## config.mk

```make
export PLATFORM = sky130hd
export DESIGN_NAME = core_sequencer
export DESIGN_NICKNAME = d
export VERILOG_FILES = /design/src/rtl/core_seq_pkg.sv /design/src/rtl/seq_addr_gen.sv /design/src/rtl/core_sequencer.sv
export SDC_FILE = /design/constraint.sdc
export NUM_CORES = 1
export LEC_CHECK = 0
export CORE_UTILIZATION = 43
export CTS_CLUSTER_DIAMETER = 30
export DETAILED_ROUTE_END_ITERATION = 8
export PLACE_DENSITY_LB_ADDON = 0.25
export RECOVER_POWER = 100
export SETUP_SLACK_MARGIN = 0.15
export SYNTH_ARGS = -nofsm -noshare
export SYNTH_HDL_FRONTEND = slang
export SYNTH_SLANG_ARGS = --single-unit
```

## constraint.sdc

```tcl
create_clock -name clk -period 4.41 [get_ports clk]
set_input_delay 0.882 -clock clk [delete_from_list [all_inputs] [get_ports clk]]
set_output_delay 0.882 -clock clk [all_outputs]
set_load 0.02 [all_outputs]
```

## src/rtl/core_seq_pkg.sv

```systemverilog
// Shared state encoding and core instruction bit map for the systolic core sequencer.
package core_seq_pkg;

  typedef enum logic [3:0] {
    S_IDLE,
    S_WLOAD,
    S_WEXEC,
    S_ALOAD,
    S_EXEC,
    S_DRAIN,
    S_SWAP,
    S_DUMP,
    S_DONE
  } state_t;

  localparam int unsigned INST_LOAD    = 0;
  localparam int unsigned INST_EXEC    = 1;
  localparam int unsigned INST_L0RD    = 2;
  localparam int unsigned INST_L0WR    = 3;
  localparam int unsigned INST_OFIFORD = 4;
  localparam int unsigned INST_ACC     = 5;
  localparam int unsigned INST_DUMP    = 6;
  localparam int unsigned INST_RCHIP   = 7;

  // Static instruction bits for a state; L0_WR and OFIFO_RD are dynamic and merged at the top.
  function automatic logic [7:0] inst_for(state_t s, logic rchip, logic acc);
    logic [7:0] v;
    v = '0;
    case (s)
      S_WEXEC: begin
        v[INST_L0RD] = 1'b1;
        v[INST_LOAD] = 1'b1;
      end
      S_EXEC: begin
        v[INST_L0RD] = 1'b1;
        v[INST_EXEC] = 1'b1;
      end
      S_DRAIN: v[INST_ACC]  = acc;
      S_DUMP:  v[INST_DUMP] = 1'b1;
      default: ;
    endcase
    if (s != S_IDLE && s != S_DONE) v[INST_RCHIP] = rchip;
    return v;
  endfunction

endpackage

```

## src/rtl/seq_addr_gen.sv

```systemverilog
// Base+offset SRAM read issuer with L0-full stall and a 1-cycle-delayed L0 write strobe.
module seq_addr_gen #(
  parameter int unsigned aw = 11,
  parameter int unsigned cw = 10
) (
  input  logic          clk,
  input  logic          reset,
  input  logic          load,
  input  logic [aw-1:0] base,
  input  logic [cw-1:0] count,
  input  logic          stall,
  output logic          cen,
  output logic [aw-1:0] addr,
  output logic          l0_wr,
  output logic          finished
);

  logic [aw-1:0] next_addr;
  logic [cw-1:0] rem;

  // Finished once all reads are issued and the last one's L0 write is on the wire this cycle.
  assign finished = !load && (rem == '0) && cen;

  always_ff @(posedge clk or posedge reset) begin
    if (reset) begin
      next_addr <= '0;
      rem       <= '0;
      cen       <= 1'b1;
      addr      <= '0;
      l0_wr     <= 1'b0;
    end else begin
      l0_wr <= ~cen;
      if (load) begin
        next_addr <= base;
        rem       <= count;
        cen       <= 1'b1;
      end else if (rem != '0 && !stall) begin
        cen       <= 1'b0;
        addr      <= next_addr;
        next_addr <= next_addr + aw'(1);
        rem       <= rem - cw'(1);
      end else begin
        cen <= 1'b1;
      end
    end
  end

endmodule

```

## src/rtl/core_sequencer.sv

```systemverilog
// Multi-pass controller for the 8x8 systolic core: weight/activation load, execute,
// OFIFO drain into ping-pong psum banks, per-pass bank swap and final dump.
module core_sequencer
  import core_seq_pkg::*;
#(
  parameter int unsigned row   = 8,
  parameter int unsigned col   = 8,
  parameter int unsigned aw    = 11,
  parameter int unsigned pw    = 10,
  parameter int unsigned passw = 6
) (
  input  logic             clk,
  input  logic             reset,
  input  logic             start,
  input  logic [passw-1:0] npass,
  input  logic [pw-1:0]    npix,
  input  logic [aw-1:0]    wgt_base,
  input  logic [aw-1:0]    act_base,
  input  logic             l0_full,
  input  logic             ofifo_valid,
  output logic [7:0]       inst,
  output logic             cen_act_wgt,
  output logic             wen_act_wgt,
  output logic [aw-1:0]    addr_act_wgt,
  output logic             busy,
  output logic             done
);

  localparam int unsigned CW = pw + 2;

  state_t           state;
  logic [passw-1:0] pass, npass_r;
  logic [pw-1:0]    npix_r;
  logic [aw-1:0]    wgt_ptr, act_ptr;
  logic [CW-1:0]    cnt;
  logic             rchip, gen_load, gen_finished, l0_wr, ofifo_rd, acc;
  logic [7:0]       inst_r;
  logic [aw-1:0]    gen_base;
  logic [pw-1:0]    gen_count;

  assign acc         = (pass != '0);
  assign gen_base    = (state == S_ALOAD) ? act_ptr : wgt_ptr;
  assign gen_count   = (state == S_ALOAD) ? npix_r : pw'(row);
  assign wen_act_wgt = 1'b1;
  // OFIFO_RD follows ofifo_valid in the same cycle so a toggling valid is read exactly once per beat.
  assign ofifo_rd    = (state == S_DRAIN) && ofifo_valid;

  always_comb begin
    inst               = inst_r;
    inst[INST_L0WR]    = l0_wr;
    inst[INST_OFIFORD] = ofifo_rd;
  end

  seq_addr_gen #(
    .aw(aw),
    .cw(pw)
  ) u_addr_gen (
    .clk     (clk),
    .reset   (reset),
    .load    (gen_load),
    .base    (gen_base),
    .count   (gen_count),
    .stall   (l0_full),
    .cen     (cen_act_wgt),
    .addr    (addr_act_wgt),
    .l0_wr   (l0_wr),
    .finished(gen_finished)
  );

  always_ff @(posedge clk or posedge reset) begin
    if (reset) begin
      state    <= S_IDLE;
      inst_r   <= '0;
      busy     <= 1'b0;
      done     <= 1'b0;
      pass     <= '0;
      rchip    <= 1'b0;
      npass_r  <= '0;
      npix_r   <= '0;
      wgt_ptr  <= '0;
      act_ptr  <= '0;
      cnt      <= '0;
      gen_load <= 1'b0;
    end else begin
      done     <= 1'b0;
      gen_load <= 1'b0;
      case (state)
        S_IDLE: if (start) begin
          npass_r <= (npass == '0) ? passw'(1) : npass;
          npix_r  <= npix;
          wgt_ptr <= wgt_base;
          act_ptr <= act_base;
          pass    <= '0;
          rchip   <= 1'b0;
          if (npix == '0) begin
            state  <= S_DONE;
            done   <= 1'b1;
            inst_r <= '0;
          end else begin
            state    <= S_WLOAD;
            busy     <= 1'b1;
            gen_load <= 1'b1;
            inst_r   <= inst_for(S_WLOAD, 1'b0, 1'b0);
          end
        end
        S_WLOAD: if (gen_finished) begin
          state  <= S_WEXEC;
          cnt    <= CW'(row - 1);
          inst_r <= inst_for(S_WEXEC, rchip, acc);
        end
        S_WEXEC: if (cnt == '0) begin
          state    <= S_ALOAD;
          gen_load <= 1'b1;
          inst_r   <= inst_for(S_ALOAD, rchip, acc);
        end else begin
          cnt <= cnt - CW'(1);
        end
        S_ALOAD: if (gen_finished) begin
          state  <= S_EXEC;
          cnt    <= CW'(npix_r) + CW'(row + col - 2);
          inst_r <= inst_for(S_EXEC, rchip, acc);
        end
        S_EXEC: if (cnt == '0) begin
          state  <= S_DRAIN;
          cnt    <= CW'(npix_r);
          inst_r <= inst_for(S_DRAIN, rchip, acc);
        end else begin
          cnt <= cnt - CW'(1);
        end
        S_DRAIN: if (ofifo_valid) begin
          if (cnt == CW'(1)) begin
            state  <= S_SWAP;
            inst_r <= inst_for(S_SWAP, rchip, acc);
          end else begin
            cnt <= cnt - CW'(1);
          end
        end
        S_SWAP: begin
          pass    <= pass + passw'(1);
          rchip   <= ~rchip;
          wgt_ptr <= wgt_ptr + aw'(row);
          act_ptr <= act_ptr + aw'(npix_r);
          if (pass + passw'(1) == npass_r) begin
            state  <= S_DUMP;
            cnt    <= CW'(npix_r);
            inst_r <= inst_for(S_DUMP, ~rchip, 1'b0);
          end else begin
            state    <= S_WLOAD;
            gen_load <= 1'b1;
            inst_r   <= inst_for(S_WLOAD, ~rchip, 1'b0);
          end
        end
        S_DUMP: if (cnt == '0) begin
          state  <= S_DONE;
          busy   <= 1'b0;
          done   <= 1'b1;
          inst_r <= '0;
        end else begin
          cnt <= cnt - CW'(1);
        end
        S_DONE: begin
          state  <= S_IDLE;
          inst_r <= '0;
        end
        default: state <= S_IDLE;
      endcase
    end
  end

endmodule

```

==> reports/metrics.csv <==
metric,value,unit
die_w,121,um
maxCapViolCount,3,
initial_core_util,0.439,
status,"finished, violations left",
hpwl,11700,um
first_global_vias,5318,
slew_viol_final,122,
drive_gt1_frac,0.0640,
worstMarginPinSlew,2.50,ns
power_density,764,nW/um^2
post-route-period-util,0.807,
min_path_cells,1,
num_vias,5346,
ctsResizeCount,0,
syn2layout_area_growth,17.5,%
routedWlPerCell,17.8,um
seq_area_frac_synth,0.429,
fp.coreArea,13800,um^2
grt_pass1_wl,27300,um
antenna_found_initial,0,
register_area,2600,um^2
ys_ff_latch,104,
grt_max_degree,54,
path_class,reg2reg,
dpl.cell_count,914,
postSynthCellCount,697,
clock_skew,0.00613,ns
clk_pin_slew,0.07,ns
syn-num-nets,760,
clockBufferDepth,2,
synthArstFlopShare,1.00,
routed_via_density,5.75,
drt-pass1-iter-count,7,
synth_top_area_share,0.424,
die_area,14600,um^2
reg2regPathDepth,7,
grt_setup_unrepaired,no,
fillers,1269,
ir_drop,0.000354,V
crit_fanout,24,
synth_area_leaders,"dfrtp_1, nand2_1, o21ai_0",
avgSynthCellArea,8.71,um^2
root_buffer,clkbuf_16,
grt_overflow,0,
synth_edf_count,0,
cts_tree,done,
placementRows,43,
violations,"DRC, capacitance limit, slew limit",
ys_types,60,
power,5.45,mW
cts.hold.buffers_added,0,
drc_errors,2,
slew_headroom,-0.676,
fin_hold_ws,0.457,ns
cts-htree-levels,3,
worst_ep_required_time,4.65,ns
fin_crit,3.56,ns
nets,808,
finalSetupViolCount,0,
tns,0,ns
cts_setup_buffers,0,
ys.flop_type,dfrtp_1,
cts_buffers,9,
ios,66,
worstSkewPairLatency,0.36,ns
worstSetupStartpointType,flip-flop,
hold_class,reg2reg,
io_buffer_count,64,
first_iter_violations,468,
ys_warn_count,0,
drt-total-wl,16500,um
timing.fmax,281,MHz
die_height,121,um
ant_nets,0,
instances_no_fill,930,
crit_path_end_kind,flip-flop,
gp_congestion,0.877,
antenna_cells,0,
syn-cell-area,6070,um^2
worstPathArrival,3.80,ns
hold_violations,0,
p_leak,3.03,nW
synth_area_leader_cell,dfrtp_1,
gr-usage-all-layers,0.242,
multi_input_area,3210,um^2
cts.sinks,104,
[registers in the layout, indices dropped and copies added (netlist names)]
register	count
act_ptr	11
busy	1
cnt	12
done	1
gen_load	1
inst_r	6
npass_r	6
npix_r	10
pass	6
rchip	1
state	4
u_addr_gen.addr	11
u_addr_gen.cen	1
u_addr_gen.l0_wr	1
u_addr_gen.next_addr	11
u_addr_gen.rem	10
wgt_ptr	11
[worst paths after layout]
check / start / slack (ns) / to
worst max register to register: state[0] / 0.85 / cnt[0]
min in group asynchronous: reset / 1.67 / cnt[8]
worst min-delay path: u_addr_gen.cen / 0.46 / u_addr_gen.l0_wr
worst max-delay path: state[0] / 0.85 / cnt[0]
worst min register to register: u_addr_gen.cen / 0.46 / u_addr_gen.l0_wr
max in group asynchronous: reset / 1.60 / act_ptr[1]
[cells by family (layout without fill, tap and decap cells)]
family,Yosys count,count (layout),share of synthesized area
other,1,1,0.000617
AOI/OAI and AO/OA,153,153,0.157
xor gates and xnor gates,42,42,0.0606
adders and majority gates,20,20,0.0424
muxes,23,23,0.0414
and+or+nand+nor,294,294,0.230
DFF,104,104,0.429
buffers and inverters,60,113,0.0398
[critical path, cell delays in order (launching register included)]
cell      delay [ns]
dfrtp_1         0.66
nor2_1          0.24
nand3_1         0.17
clkbuf_1        0.83
o21ai_0         0.73
o21ai_0         0.40
o211ai_1        0.14
mux2_2          0.27
[where the power goes]
part	leakage [nW]	internal, mW	total (mW)	switching, mW
combinational	1.61	1.16	2.74	1.58
sequential	1.28	1.37	1.87	0.503
clock	0.150	0.451	0.836	0.385
total	3.03	2.99	5.45	2.47
[Yosys cell counts, types with 17 or more instances]
cell type,instances
nand2_1,124
dfrtp_1,103
nor2_1,60
o21ai_0,48
a21oi_1,31
nand3_1,30
clkbuf_1,28
xnor2_1,25
inv_1,22
ha_1,19
mux2_2,17
nor3_1,17
xor2_1,17
[area by class of cell]
cell class / count / area share
Clock buffer: 10 / 0.0321
Timing Repair Buffer: 74 / 0.0994
Inverter: 23 / 0.0123
Clock inverter: 6 / 0.0107
Tap cell: 180 / 0.0316
Multi-Input combinational cell: 533 / 0.449
Sequential cell: 104 / 0.365
[per-layer routing]
metal | track usage | vias to the layer above | share of wire
li1 | - | 2563 | -
met1 | 0.325 | 2600 | 0.45
met2 | 0.399 | 161 | 0.48
met3 | 0.0307 | 22 | 0.043
met4 | 0.0841 | 0 | 0.019
met5 | 0 | - | 0
[layout by cell type, fill, tap and decap left out, drive strengths merged, types with 19 or more instances in the layout]
| master | n |
|---|---|
| xnor2 | 25 |
| nor2 | 60 |
| nand2 | 124 |
| clkdlybuf4s50 | 40 |
| a21oi | 31 |
| ha | 19 |
| dfrtp | 103 |
| nand3 | 30 |
| dlygate4sd3 | 24 |
| nor3 | 19 |
| inv | 24 |
| o21ai | 49 |
[stage by stage]
| stage | setup WS (ns) | util | instance area, um^2 |
|---|---|---|---|
| 2_1_floorplan | 0.797 | - | 6070 |
| 3_3_place_gp | 1.37 | 0.498 | 6880 |
| 3_5_place_dp | 1.31 | 0.498 | 6880 |
| 4_1_cts | 1.29 | 0.520 | 7180 |
| 5_1_grt | 0.538 | 0.516 | 7140 |
| 6_report | 0.853 | 0.516 | 7140 |
No activity file was read; power rests on OpenSTA's default activity.
